File: src/rtl/btle_phy_sequencer.sv
// btle_phy_sequencer
//   Link-layer-facing sequencer for the BTLE PHY. Accepts one command (TX, RX or
//   TX-then-RX), loads channel/CRC-init into the PHY, fires tx_start, inserts the
//   T_IFS turnaround, opens a timed RX window and reports one status per command.
//
// Ports
//   clk, rst_n                       clock, asynchronous active-low reset
//   cmd_valid / cmd_ready            command handshake
//   cmd_tx_en, cmd_rx_en             requested phases (both = TX then RX)
//   cmd_channel, cmd_crc_init        PHY configuration for the command
//   cmd_rx_timeout_us                RX window in us, 0 = no timeout
//   abort                            terminate current command (status 3)
//   tx_channel_number(_load)         PHY TX channel + 1-cycle load strobe
//   tx_crc_state_init_bit(_load)     PHY TX CRC init + 1-cycle load strobe
//   tx_start, tx_phy_bit_valid_last  PHY TX start pulse / end-of-packet
//   rx_channel_number, rx_crc_state_init_bit  PHY RX configuration
//   rx_enable                        gates rx_iq_valid into the PHY
//   rx_hit_flag, rx_decode_end, rx_crc_ok     PHY RX status
//   busy, done, status               progress, completion pulse, result code
//   retx_count                       retries used (BTLE_SEQ_AUTO_RETX_EN only)
//
// Optional feature: define BTLE_SEQ_AUTO_RETX_EN to retry TX+RX commands that end
// in CRC_FAIL or TIMEOUT, up to MAX_RETX times.

module btle_phy_sequencer #(
    parameter int CHANNEL_NUMBER_BIT_WIDTH = 6,
    parameter int CRC_STATE_BIT_WIDTH      = 24,
    parameter int CLK_PER_US               = 16,
    parameter int T_IFS_US                 = 150,
    parameter int TIMER_BIT_WIDTH          = 16
`ifdef BTLE_SEQ_AUTO_RETX_EN
    ,
    parameter int MAX_RETX                 = 3
`endif
) (
    input  logic                                clk,
    input  logic                                rst_n,
    input  logic                                cmd_valid,
    output logic                                cmd_ready,
    input  logic                                cmd_tx_en,
    input  logic                                cmd_rx_en,
    input  logic [CHANNEL_NUMBER_BIT_WIDTH-1:0] cmd_channel,
    input  logic [CRC_STATE_BIT_WIDTH-1:0]      cmd_crc_init,
    input  logic [TIMER_BIT_WIDTH-1:0]          cmd_rx_timeout_us,
    input  logic                                abort,
    output logic [CHANNEL_NUMBER_BIT_WIDTH-1:0] tx_channel_number,
    output logic                                tx_channel_number_load,
    output logic [CRC_STATE_BIT_WIDTH-1:0]      tx_crc_state_init_bit,
    output logic                                tx_crc_state_init_bit_load,
    output logic                                tx_start,
    input  logic                                tx_phy_bit_valid_last,
    output logic [CHANNEL_NUMBER_BIT_WIDTH-1:0] rx_channel_number,
    output logic [CRC_STATE_BIT_WIDTH-1:0]      rx_crc_state_init_bit,
    output logic                                rx_enable,
    input  logic                                rx_hit_flag,
    input  logic                                rx_decode_end,
    input  logic                                rx_crc_ok,
    output logic                                busy,
    output logic                                done,
    output logic [1:0]                          status
`ifdef BTLE_SEQ_AUTO_RETX_EN
    ,
    output logic [1:0]                          retx_count
`endif
);

    localparam int IFS_CYCLES = T_IFS_US * CLK_PER_US;
    localparam int IFS_W      = $clog2(IFS_CYCLES + 1);
    localparam int PRE_W      = (CLK_PER_US > 1) ? $clog2(CLK_PER_US) : 1;
    localparam logic [IFS_W-1:0] IFS_LAST = IFS_W'(IFS_CYCLES - 1);
    localparam logic [PRE_W-1:0] PRE_LAST = PRE_W'(CLK_PER_US - 1);

    localparam logic [1:0] ST_OK       = 2'd0;
    localparam logic [1:0] ST_CRC_FAIL = 2'd1;
    localparam logic [1:0] ST_TIMEOUT  = 2'd2;
    localparam logic [1:0] ST_ABORTED  = 2'd3;

    typedef enum logic [2:0] {
        S_IDLE, S_LOAD, S_TX_START, S_TX_WAIT, S_IFS, S_RX_WAIT, S_RX_DECODE, S_DONE
    } state_t;

    state_t state_q, state_d;
    logic [1:0] status_q, status_d;

    logic                                tx_en_q, rx_en_q;
    logic [CHANNEL_NUMBER_BIT_WIDTH-1:0] channel_q;
    logic [CRC_STATE_BIT_WIDTH-1:0]      crc_q;
    logic [TIMER_BIT_WIDTH-1:0]          timeout_q;

    logic [IFS_W-1:0]           ifs_cnt;
    logic [PRE_W-1:0]           presc;
    logic [TIMER_BIT_WIDTH-1:0] us_cnt, us_next;
    logic                       us_tick, timeout_hit;
    logic                       accept;
    logic                       finish;
    logic [1:0]                 finish_status;

`ifdef BTLE_SEQ_AUTO_RETX_EN
    logic [1:0] retx_q, retx_d;
    assign retx_count = retx_q;
`endif

    assign accept = (state_q == S_IDLE) && cmd_valid;

    // Timeout is judged on the value the us counter is about to take, so the
    // command ends exactly timeout*CLK_PER_US cycles after rx_enable rises.
    assign us_tick     = (presc == PRE_LAST);
    assign us_next     = (us_cnt == '1) ? us_cnt : us_cnt + 1'b1;
    assign timeout_hit = us_tick && (timeout_q != '0) && (us_next == timeout_q);

    always_ff @(posedge clk or negedge rst_n) begin
        if (!rst_n) begin
            state_q   <= S_IDLE;
            status_q  <= ST_OK;
            tx_en_q   <= 1'b0;
            rx_en_q   <= 1'b0;
            channel_q <= '0;
            crc_q     <= '0;
            timeout_q <= '0;
            ifs_cnt   <= '0;
            presc     <= '0;
            us_cnt    <= '0;
`ifdef BTLE_SEQ_AUTO_RETX_EN
            retx_q    <= '0;
`endif
        end else begin
            state_q  <= state_d;
            status_q <= status_d;
`ifdef BTLE_SEQ_AUTO_RETX_EN
            retx_q   <= accept ? 2'd0 : retx_d;
`endif
            if (accept) begin
                tx_en_q   <= cmd_tx_en;
                rx_en_q   <= cmd_rx_en;
                channel_q <= cmd_channel;
                crc_q     <= cmd_crc_init;
                timeout_q <= cmd_rx_timeout_us;
            end

            ifs_cnt <= (state_q == S_IFS) ? ifs_cnt + 1'b1 : '0;

            if (state_q == S_RX_WAIT) begin
                presc <= us_tick ? '0 : presc + 1'b1;
                if (us_tick) us_cnt <= us_next;
            end else if (state_q != S_RX_DECODE) begin
                presc  <= '0;
                us_cnt <= '0;
            end
        end
    end

    always_comb begin
        state_d       = state_q;
        status_d      = status_q;
        finish        = 1'b0;
        finish_status = ST_OK;
`ifdef BTLE_SEQ_AUTO_RETX_EN
        retx_d        = retx_q;
`endif
        case (state_q)
            S_IDLE:     if (cmd_valid) state_d = S_LOAD;
            S_LOAD: begin
                if (tx_en_q)      state_d = S_TX_START;
                else if (rx_en_q) state_d = S_RX_WAIT;
                else              finish  = 1'b1;
            end
            S_TX_START: state_d = S_TX_WAIT;
            S_TX_WAIT: begin
                if (tx_phy_bit_valid_last) begin
                    if (rx_en_q) state_d = S_IFS;
                    else         finish  = 1'b1;
                end
            end
            S_IFS:      if (ifs_cnt == IFS_LAST) state_d = S_RX_WAIT;
            S_RX_WAIT: begin
                // A hit in the timeout cycle still wins.
                if (rx_hit_flag) begin
                    state_d = S_RX_DECODE;
                end else if (timeout_hit) begin
                    finish        = 1'b1;
                    finish_status = ST_TIMEOUT;
                end
            end
            S_RX_DECODE: begin
                if (rx_decode_end) begin
                    finish        = 1'b1;
                    finish_status = rx_crc_ok ? ST_OK : ST_CRC_FAIL;
                end
            end
            S_DONE:     state_d = S_IDLE;
            default:    state_d = S_IDLE;
        endcase

        if (finish) begin
            state_d  = S_DONE;
            status_d = finish_status;
`ifdef BTLE_SEQ_AUTO_RETX_EN
            // Failed TX+RX outcomes restart at TX_START with the latched config.
            if (finish_status != ST_OK && tx_en_q && rx_en_q && int'(retx_q) < MAX_RETX) begin
                state_d  = S_TX_START;
                status_d = status_q;
                retx_d   = retx_q + 2'd1;
            end
`endif
        end

        if (abort && state_q != S_IDLE && state_q != S_DONE) begin
            state_d  = S_DONE;
            status_d = ST_ABORTED;
        end
    end

    assign cmd_ready                  = (state_q == S_IDLE);
    assign busy                       = (state_q != S_IDLE);
    assign done                       = (state_q == S_DONE);
    assign status                     = status_q;
    assign tx_start                   = (state_q == S_TX_START);
    assign tx_channel_number_load     = (state_q == S_LOAD);
    assign tx_crc_state_init_bit_load = (state_q == S_LOAD);
    assign rx_enable                  = (state_q == S_RX_WAIT) || (state_q == S_RX_DECODE);
    assign tx_channel_number          = channel_q;
    assign tx_crc_state_init_bit      = crc_q;
    assign rx_channel_number          = channel_q;
    assign rx_crc_state_init_bit      = crc_q;

endmodule

File: config.mk
export PLATFORM = sky130hd
export DESIGN_NAME = btle_phy_sequencer
export DESIGN_NICKNAME = d
export VERILOG_FILES = /design/src/rtl/btle_phy_sequencer.sv
export SDC_FILE = /design/constraint.sdc
export NUM_CORES = 1
export LEC_CHECK = 0
export BUFFER_PORTS_ARGS = -buffer_cell sky130_fd_sc_hd__buf_2
export CAP_MARGIN = 20
export CELL_PAD_IN_SITES_DETAIL_PLACEMENT = 0
export CELL_PAD_IN_SITES_GLOBAL_PLACEMENT = 1
export CORE_ASPECT_RATIO = 1.5
export CORE_UTILIZATION = 44
export CTS_CLUSTER_DIAMETER = 30
export DETAILED_ROUTE_END_ITERATION = 12
export PLACE_DENSITY_LB_ADDON = 0.1
export SYNTH_ARGS = -nofsm -noshare
export SYNTH_HDL_FRONTEND = slang
export SYNTH_SLANG_ARGS = --single-unit
File: constraint.sdc
create_clock -name clk -period 7 [get_ports clk]
set_input_delay 0.7 -clock clk [delete_from_list [all_inputs] [get_ports clk]]
set_output_delay 0.7 -clock clk [all_outputs]
set_load 0.02 [all_outputs]
==> out/results.tsv, run 1 <==
metric	value	unit
largest cells by area after synthesis	dfrtp_1 43%, mux2_2 11%, buf_4 5.4%, nor2_1 3.3%, xnor2_1 2.5%	
worst reg2reg path depth	8	
dpl hpwl	8430	microns
max-cap violations	0	
worst r2r src	us_cnt[1]	
Syn Nets	546	
htree depth	3	
vias in the first global route	3826	
clock share of power	0.217	
DRC Markers	0	
Sw Pwr	889	uW
Final period util	0.423	
Area Overhead vs Synth	15.7	%
setup TNS	0	ps
I/O pin total	125	
layout cell share with drive strength beyond 1	0.351	
total CTS buffers	9	
sequential power share	0.370	
final WL	11600	microns
WP data arrival	3190	ps
Synth area leader	dfrtp_1	
row cnt	46	
gpl congestion	0.855	
final core utilization	0.529	
cell-internal power	1310	uW
clk sinks	85	
Synth top area share	0.434	
core area	10700	sq um
gr usage total	0.212	
final antenna-violating net count	0	
Clk pin slew, worst setup/hold paths	60	ps
leak pwr	0.00260	uW
final setup violation count	0	
synth warn	0	
Unique masters post-synth	56	
Worst Tran Pin Value	845	ps
post-cts hold buffer count	0	
Cells after Synth	487	
Iter 0 DRT Violations	194	
grt ovf	0	
Combinational Power Share	0.413	
Pwr Density	388	nW/um^2
post-synthesis async set-or-reset flop share	1.00	
Layout fillers	1040	
max-slew headroom at the worst pin	0.432	
crit end category	flip-flop	
starting density of the core	0.457	
critical path required time	7230	ps
routed vias/inst	5.41	
Slew Viols, Final	0	
Hold Vio Cnt, Final	0	
maximum net fanout on the critical path	12	
DRT Pass-1 Iters	4	
cell area after placement	5330	sq um
Worst IR Drop VDD	0.231	mV
post-CTS setup repair buffer count	0	
average size of a mapped cell	10.1	sq um
number of diodes	0	
Worst-Skew Late Latency	340	ps
minimum clock period	2960	ps
CP Class	reg -> reg	
final std cell area, no fill	5670	sq um
RSZ-0062 raised after global routing	false	
flop2flop setup slack	4040	ps
register area share after synthesis	0.434	
Fin Clk Skew	7.06	ps
DP Worst Slack	4130	ps
CTS root buf	clkbuf_16	
fmax	338	MHz
first-pass GRT wire length	18900	microns
pin count of the biggest net entering global routing	86	
Switching Fraction	0.404	
FF+latch count, synth	85	
Sequential cell area	2130	sq um
Final #Nets	625	
worst min path class	in -> async	
IO Port Bufs	124	
final worst slack	4040	ps
vias	3865	
Reg2Reg Capture Point	status[0]	
number of synthesized flops with an enable pin	0	
run status	finished clean	
Gates resized, CTS repair	0	
WL/cell	16.2	microns
die height	131	microns
CTS tree	done	
critical path launch point type	flip-flop	
Die Area	11600	sq um
DIE WIDTH	88.1	microns
antenna violations before repair	0	
multi-input logic area	2350	sq um
Top FF cell, synth	dfrtp_1	
CTS Buffer Depth	2	
area of the mapped netlist	4900	sq um
## cells in the mapped netlist, types with 5 or more instances
cell type,n
inv_1,11
nor2_1,43
buf_2,12
mux2i_1,6
a21oi_1,19
mux2_2,47
nand3_1,16
nand4_1,9
and4_1,5
clkbuf_1,10
xor2_1,12
nand2_1,31
nor4_1,7
nor3_1,10
dfrtp_1,85
o21ai_0,21
and3_1,8
a31oi_1,7
nand2b_1,6
xnor2_1,14
buf_4,35
nor2b_1,8
## layout by cell type, fill, tap and decap left out, types with 4 or more instances in the layout
master	count
and3_1	8
nor3b_1	4
xor2_1	12
xnor2_1	14
nand2_1	31
and4_1	5
o21ai_0	21
nor4_1	7
clkbuf_16	9
nor2_1	43
inv_1	11
mux2i_1	6
nor2b_1	8
a21oi_1	19
nand3_1	16
a41oi_1	4
dfrtp_1	85
nand4_1	9
buf_2	123
a22oi_1	4
nor3_1	10
o211ai_1	4
mux2_2	47
nand2b_1	6
a31oi_1	7
## critical path, stage by stage (launching register included)
cell and delay [ps]:
dfrtp_1 460, ha_1 330, nand3_1 370, nor4_2 750, a211oi_2 100, xnor2_1 180, nor4_1 260, nand4_1 160
a31o_1 240
## metal layers
layer  track usage  part of all wire  routed length (microns)  vias up
li1              -                 -                        -     1877
met1         0.247              0.41                     4690     1857
met2         0.358              0.52                     6010      108
met3        0.0477             0.046                      527       23
met4         0.104             0.029                      338        0
met5             0                 0                        0        -
## worst max-delay path by stage
stage | from | endpoint | slack (ps) | cells past startpoint
finish | us_cnt[1] | status[0] | 4040 | 8
floorplan | us_cnt[0] | status[0] | 4720 | 9
CTS | us_cnt[1] | status[0] | 4100 | 8
global placement | us_cnt[0] | status[0] | 4190 | 8
detailed placement | us_cnt[1] | status[0] | 4130 | 8
global route | us_cnt[1] | status[0] | 3740 | 8
## power groups by stage
stage | sequential [uW] | clock (uW) | combinational [uW]
after floorplan | 873 | 0 | 653
after global placement | 818 | 0 | 907
after detailed placement | 824 | 0 | 912
after CTS | 816 | 490 | 914
after global routing | 842 | 506 | 980
final | 814 | 477 | 909
## layout make-up
class | instances | area share
inverter | 11 | 0.00729
timing repair buffer | 127 | 0.120
sequential | 85 | 0.375
clock inverter | 3 | 0.00817
multi-input combinational | 332 | 0.414
tap | 144 | 0.0318
clock buffer | 12 | 0.0435
## per-stage QoR
stage / hold WS, ps / total power (uW) / std cells
CTS: 501 / 2220 / 712
global placement: 479 / 1730 / 697
global route: 212 / 2330 / 714
floorplan: 404 / 1530 / 487
detailed placement: 492 / 1740 / 697
finish: 211 / 2200 / 714
## registers in the layout, indices dropped and copies added (netlist names)
signal	flops
presc	4
tx_en_q	1
ifs_cnt	12
status	2
state_q	3
rx_en_q	1
timeout_q	16
us_cnt	16
rx_crc_state_init_bit	24
rx_channel_number	6
## cells by family after synthesis
kind of cell	count (synthesis)	share of synthesized area
AOI/OAI and AO/OA	86	0.117
xor gates and xnor gates	26	0.0465
adders and majority gates	3	0.00767
buffers and inverters	70	0.0866
DFF	85	0.434
muxes	54	0.123
and+or+nand+nor	163	0.186
Note: power is estimated with default switching activity, not from simulation.
==> run 2: changes to the inputs <==
--- a/config.mk
+++ b/config.mk
@@ -10,7 +10,7 @@
 export CELL_PAD_IN_SITES_DETAIL_PLACEMENT = 0
 export CELL_PAD_IN_SITES_GLOBAL_PLACEMENT = 1
 export CORE_ASPECT_RATIO = 1.5
-export CORE_UTILIZATION = 44
+export CORE_UTILIZATION = 37
 export CTS_CLUSTER_DIAMETER = 30
 export DETAILED_ROUTE_END_ITERATION = 12
 export PLACE_DENSITY_LB_ADDON = 0.1
==> constraint.sdc (replaced) <==
create_clock -name clk -period 2.7 [get_ports clk]
set_input_delay 0.27 -clock clk [delete_from_list [all_inputs] [get_ports clk]]
set_output_delay 0.27 -clock clk [all_outputs]
set_load 0.02 [all_outputs]
==> run 2 against run 1 <==
Net effect: clock-buffer cell count decreased by 3; die area increased by 19%; sequential power increased to 2.6 times the previous value; worst hold slack got worse by 61 ps; critical path depth unchanged; sequential cell count unchanged; total power increased to 2.6 times the previous value; clock power increased to 2.7 times the previous value; register-to-register slack got worse by 3900 ps; critical endpoint unchanged; highest routed layer unchanged.
==> out/results.tsv, run 2 (same netlist as run 1, synthesis figures left out) <==
metric	value	unit	change
most common cell after layout, fill and taps aside	buf_2		
number of buffers and inverters on the critical path	0		unchanged
final core utilization	0.458		-0.0714
first-pass GRT wire length	21900	microns	+16%
Clk pin slew, worst setup/hold paths	70	ps	about the same
most frequent cells in the layout	123 x buf_2, 85 x dfrtp_1, 47 x mux2_2		
routed vias/inst	5.36		-0.98%
critical path cell sequence	ha_1, and3_1, a41oi_1, a31oi_1, nand3_1, nor4_2, nand4_1, a31o_1		
max FFs per register	24		unchanged
Critical Path Slowest Stage Cell	dfrtp_1		
setup TNS	0	ps	unchanged
Area Overhead vs Synth	21.1	%	
pin count of the biggest net entering global routing	44		-49%
WL/cell	17.8	microns	+10%
vias	4095		+6.0%
run status	finished clean		
Worst Tran Pin Value	599	ps	-246 ps
max-slew headroom at the worst pin	0.601		+0.169
Reg2Reg Capture Point	status[0]		
core area	13000	sq um	+21%
minimum clock period	2530	ps	-435 ps
layout cell share with drive strength beyond 1	0.390		+0.0392
fin cells	764		+7.0%
post-CTS setup repair buffer count	0		unchanged
Worst Hold Path Cells	2		
grt ovf	0		unchanged
critical path required time	2930	ps	-4300 ps
die height	143	microns	+8.9%
starting density of the core	0.378		-0.0794
final worst slack	174	ps	-3870 ps
Fin Clk Skew	8.59	ps	+1.53 ps
HP Start	cmd_crc_init[23]		
critical path launch point type	flip-flop		
DP Worst Slack	207	ps	-3920 ps
htree depth	3		unchanged
WP data arrival	2760	ps	-430 ps
CP Class	reg -> reg		
total CTS buffers	9		unchanged
vias in the first global route	4140		+8.2%
Hold Vio Cnt, Final	0		unchanged
worst reg2reg path depth	8		unchanged
Iter 0 DRT Violations	168		-13%
DIE WIDTH	95.9	microns	+8.8%
IO Port Bufs	124		unchanged
final antenna-violating net count	0		unchanged
Final #Nets	659		+5.4%
flop2flop setup slack	170	ps	-3870 ps
Worst IR Drop VDD	0.632	mV	+170%
Worst-Skew Late Latency	340	ps	about the same
gr usage total	0.214		+0.00211
number of diodes	0		unchanged
crit-path max cell delay	460	ps	-290 ps
dpl hpwl	10500	microns	+25%
Pwr Density	981	nW/um^2	+150%
Hold EP	rx_crc_state_init_bit[23]		
delay-heaviest family, CP	simple AND/OR/NAND/NOR gates		
row cnt	51		+11%
worst r2r src	us_cnt[1]		
antenna violations before repair	0		unchanged
RSZ-0062 raised after global routing	false		
DRC Markers	0		unchanged
CTS root buf	clkbuf_16		
leak pwr	0.00277	uW	+6.7%
CTS tree	done		
clk sinks	85		unchanged
final setup violation count	0		unchanged
maximum net fanout on the critical path	7		-5
worst min path class	in -> reg		
max-cap violations	0		unchanged
I/O pin total	125		unchanged
Slew Viols, Final	0		unchanged
DRT Pass-1 Iters	4		unchanged
Die Area	13700	sq um	+19%
crit end category	flip-flop		
fmax	396	MHz	+17%
gpl congestion	0.883		+3.3%
CTS Buffer Depth	2		unchanged
final WL	13600	microns	+18%
dpl cells	747		+7.2%
Final period util	0.936		+0.513
==> run 2: worst register-to-register path: cells and delay by family (launching register included) <==
kind / cells / cell delay (ps)
and+or+nand+nor: 4 / 980
DFF: 1 / 460
adders and majority gates: 1 / 230
AOI/OAI and AO/OA: 3 / 740
==> run 2: how the worst max path moves through the flow <==
stage / from / slack [ps] / depth (start not counted) / endpoint
floorplan: us_cnt[0] / 420 / 9 / status[0]
global placement: us_cnt[1] / 210 / 8 / state_q[1]
detailed placement: us_cnt[0] / 210 / 8 / status[0]
CTS: us_cnt[0] / 190 / 8 / status[0]
global route: us_cnt[0] / 0.7 / 8 / status[0]
finish: us_cnt[1] / 170 / 8 / status[0]
==> run 2: metrics by stage <==
stage	cell area, sq um	power, uW	hold WS (ps)
6_report	5930	5820	151
5_1_grt	5930	6180	141
4_1_cts	5930	5880	140
3_5_place_dp	5620	4600	327
3_3_place_gp	5620	4580	309
2_1_floorplan	4900	3960	-25.6
==> run 2: cell type report <==
cell class | instances | area, sq um
Tap cell | 159 | 199
Clock inverter | 7 | 76.3
Timing Repair Buffer | 161 | 916
Sequential cell | 85 | 2130
Clock buffer | 9 | 225
Multi-Input combinational cell | 332 | 2350
Fill cell | 1266 | 7020
Inverter | 11 | 41.3
==> run 2: timing repair <==
action,in CTS,in global routing
hold buffers,1,0
hold endpoints to repair,41,0
setup endpoints to repair,0,0
gates resized for setup,0,0
==> run 2: per-layer routing <==
metal	track usage	vias to the layer above	share of wire
met5	0	-	0
met4	0.0951	0	0.031
met3	0.0314	28	0.030
met2	0.387	96	0.55
met1	0.244	2023	0.39
li1	-	1948	-
==> run 2: power breakdown <==
group / leakage, uW / internal (uW) / switching (uW)
Sequential: 0.00109 / 1680 / 406
Clock: 0.000148 / 657 / 611
Combinational: 0.00153 / 1020 / 1450
Total: 0.00277 / 3350 / 2460
==> run 3: changes to the inputs <==
--- a/config.mk
+++ b/config.mk
@@ -13,6 +13,7 @@
 export CORE_UTILIZATION = 37
 export CTS_CLUSTER_DIAMETER = 30
 export DETAILED_ROUTE_END_ITERATION = 12
+export GPL_TIMING_DRIVEN = 0
 export PLACE_DENSITY_LB_ADDON = 0.1
 export SYNTH_ARGS = -nofsm -noshare
 export SYNTH_HDL_FRONTEND = slang
==> run 3 against run 2 <==
Net effect: register-to-register slack worse by 30 ps; total power is 3.0% higher; worst hold slack better by 11 ps; clock skew is 1.8 ps higher; sequential share of layout area is 1.2 points lower; final area is 3.4% higher; final cell count is 3.9% higher; clock power is 6% lower; critical endpoint unchanged.
==> out/results.tsv, run 3 (same netlist as run 1, synthesis figures left out) <==
metric	value	unit	change
run status	finished clean		
Fin Clk Skew	10.4	ps	+1.77 ps
clk sinks	85		unchanged
core area	13000	sq um	unchanged
most common cell after layout, fill and taps aside	buf_2		
die height	143	microns	unchanged
Die Area	13700	sq um	unchanged
final core utilization	0.474		+0.0157
crit-path max cell delay	610	ps	+150 ps
Hold Vio Cnt, Final	0		unchanged
final WL	13300	microns	-2.3%
fmax	391	MHz	-1.2%
DRT Pass-1 Iters	4		unchanged
maximum net fanout on the critical path	7		unchanged
Iter 0 DRT Violations	191		+14%
Clk pin slew, worst setup/hold paths	70	ps	about the same
critical path required time	2920	ps	about the same
final setup violation count	0		unchanged
first-pass GRT wire length	21400	microns	-2.0%
Worst IR Drop VDD	0.691	mV	+9.3%
Area Overhead vs Synth	25.3	%	
CTS root buf	clkbuf_16		
row cnt	51		unchanged
WP data arrival	2770	ps	about the same
I/O pin total	125		unchanged
max FFs per register	24		unchanged
critical path launch point type	flip-flop		
crit end category	flip-flop		
CP Class	reg -> reg		
DRC Markers	0		unchanged
CTS tree	done		
Slew Viols, Final	0		unchanged
vias in the first global route	4109		-0.75%
layout cell share with drive strength beyond 1	0.416		+0.0257
dpl hpwl	10400	microns	-1.1%
gpl congestion	0.855		-3.2%
RSZ-0062 raised after global routing	false		
max-slew headroom at the worst pin	0.498		-0.102
starting density of the core	0.378		unchanged
Final #Nets	689		+4.6%
Critical Path Slowest Stage Cell	nor4_4		
Layout fillers	1294		+2.2%
Final period util	0.947		+0.0109
leak pwr	0.00290	uW	+4.5%
Worst Tran Pin Value	748	ps	+149 ps
antenna violations before repair	0		unchanged
delay-heaviest family, CP	simple AND/OR/NAND/NOR gates		
most frequent cells in the layout	135 x buf_2, 83 x dfrtp_1, 47 x mux2_2		
grt ovf	0		unchanged
Worst Hold Slack	162	ps	+11.2 ps
Worst-Skew Late Latency	330	ps	about the same
WL/cell	16.7	microns	-6.0%
max-cap violations	0		unchanged
gr usage total	0.208		-0.00624
minimum clock period	2560	ps	+29.5 ps
final antenna-violating net count	0		unchanged
Pwr Density	977	nW/um^2	-0.45%
number of buffers and inverters on the critical path	0		unchanged
routed vias/inst	5.23		-2.4%
critical path cell sequence	ha_4, nand3_1, nor4_4, a211oi_2, xnor2_1, nor4_1, nand4_1, a31o_1		
GR Util met2	0.373		-0.0135
GRT Max-Usage Layer	met2		
DIE WIDTH	95.9	microns	unchanged
total CTS buffers	9		unchanged
vias	4153		+1.4%
IO Port Bufs	124		unchanged
htree depth	3		unchanged
pin count of the biggest net entering global routing	67		+52%
M3 GR Usage	0.0309		-0.000532
CTS Buffer Depth	2		unchanged
M1 GR Usage	0.238		-0.00568
number of diodes	0		unchanged
worst min path class	in -> reg		
run 3: cell types whose count changed in the layout (fill, tap and decap cells not counted), moves of 2 or more:
cell / previous run / this run
clkinvlp_4: 0 / 2
dfrtp_1: 85 / 83
clkbuf_1: 0 / 9
inv_6: 0 / 2
dfrtp_2: 0 / 2
clkinv_4: 3 / 1
buf_2: 123 / 135
inv_8: 3 / 0
buf_6: 0 / 2
buf_4: 36 / 42
run 3: timing repair:
action / CTS / global route
buffers inserted: 0 / 6
endpoints found under the setup margin: 1 / 8
gates resized for setup: 5 / 7
pin swaps: 0 / 4
hold endpoints to repair: 19 / 0
hold buffers: 1 / 0
run 3: routing by layer:
metal  vias to the layer above  routed length (microns)
li1                       2019                        -
met1                      2041                     5130
met2                        73                     7370
met3                        20                      398
met4                         0                      383
met5                         -                        0
run 3: worst paths after layout:
kind,start,slack (ps),cells after the start,to
hold reg to reg,ifs_cnt[0],490,1,ifs_cnt[0]
hold / removal,cmd_crc_init[10],160,2,rx_crc_state_init_bit[10]
min in group asynchronous,rst_n,360,2,us_cnt[5]
setup / recovery,us_cnt[1],140,8,status[0]
max in group asynchronous,rst_n,1700,3,state_q[2]
setup reg to reg,us_cnt[1],140,8,status[0]
run 3: per-stage QoR:
step,cell area (sq um),setup slack [ps],std cells,total power (uW),TNS [ps]
after global placement,5720,-135,770,4810,-135
after floorplan,4900,419,487,3960,0
final,6140,144,794,5990,0
after CTS,6070,38.1,788,6070,0
after detailed placement,5750,-118,771,4850,-118
after global routing,6140,28.6,794,6390,0
run 3: layout make-up:
cell class | instances | area (sq um) | area share
multi-input cells | 332 | 2390 | 0.390
flip-flops and latches | 85 | 2130 | 0.347
repair buffers | 132 | 706 | 0.115
plain buffers | 59 | 384 | 0.0626
clock buffers | 10 | 239 | 0.0389
well taps | 159 | 199 | 0.0324
clock inverters | 6 | 46.3 | 0.00754
inverters | 11 | 41.3 | 0.00673
run 3: power breakdown:
group	internal [uW]	total [uW]	switching, uW
Sequential	1680	2050	368
Combinational	1240	2750	1520
Clock	656	1190	537
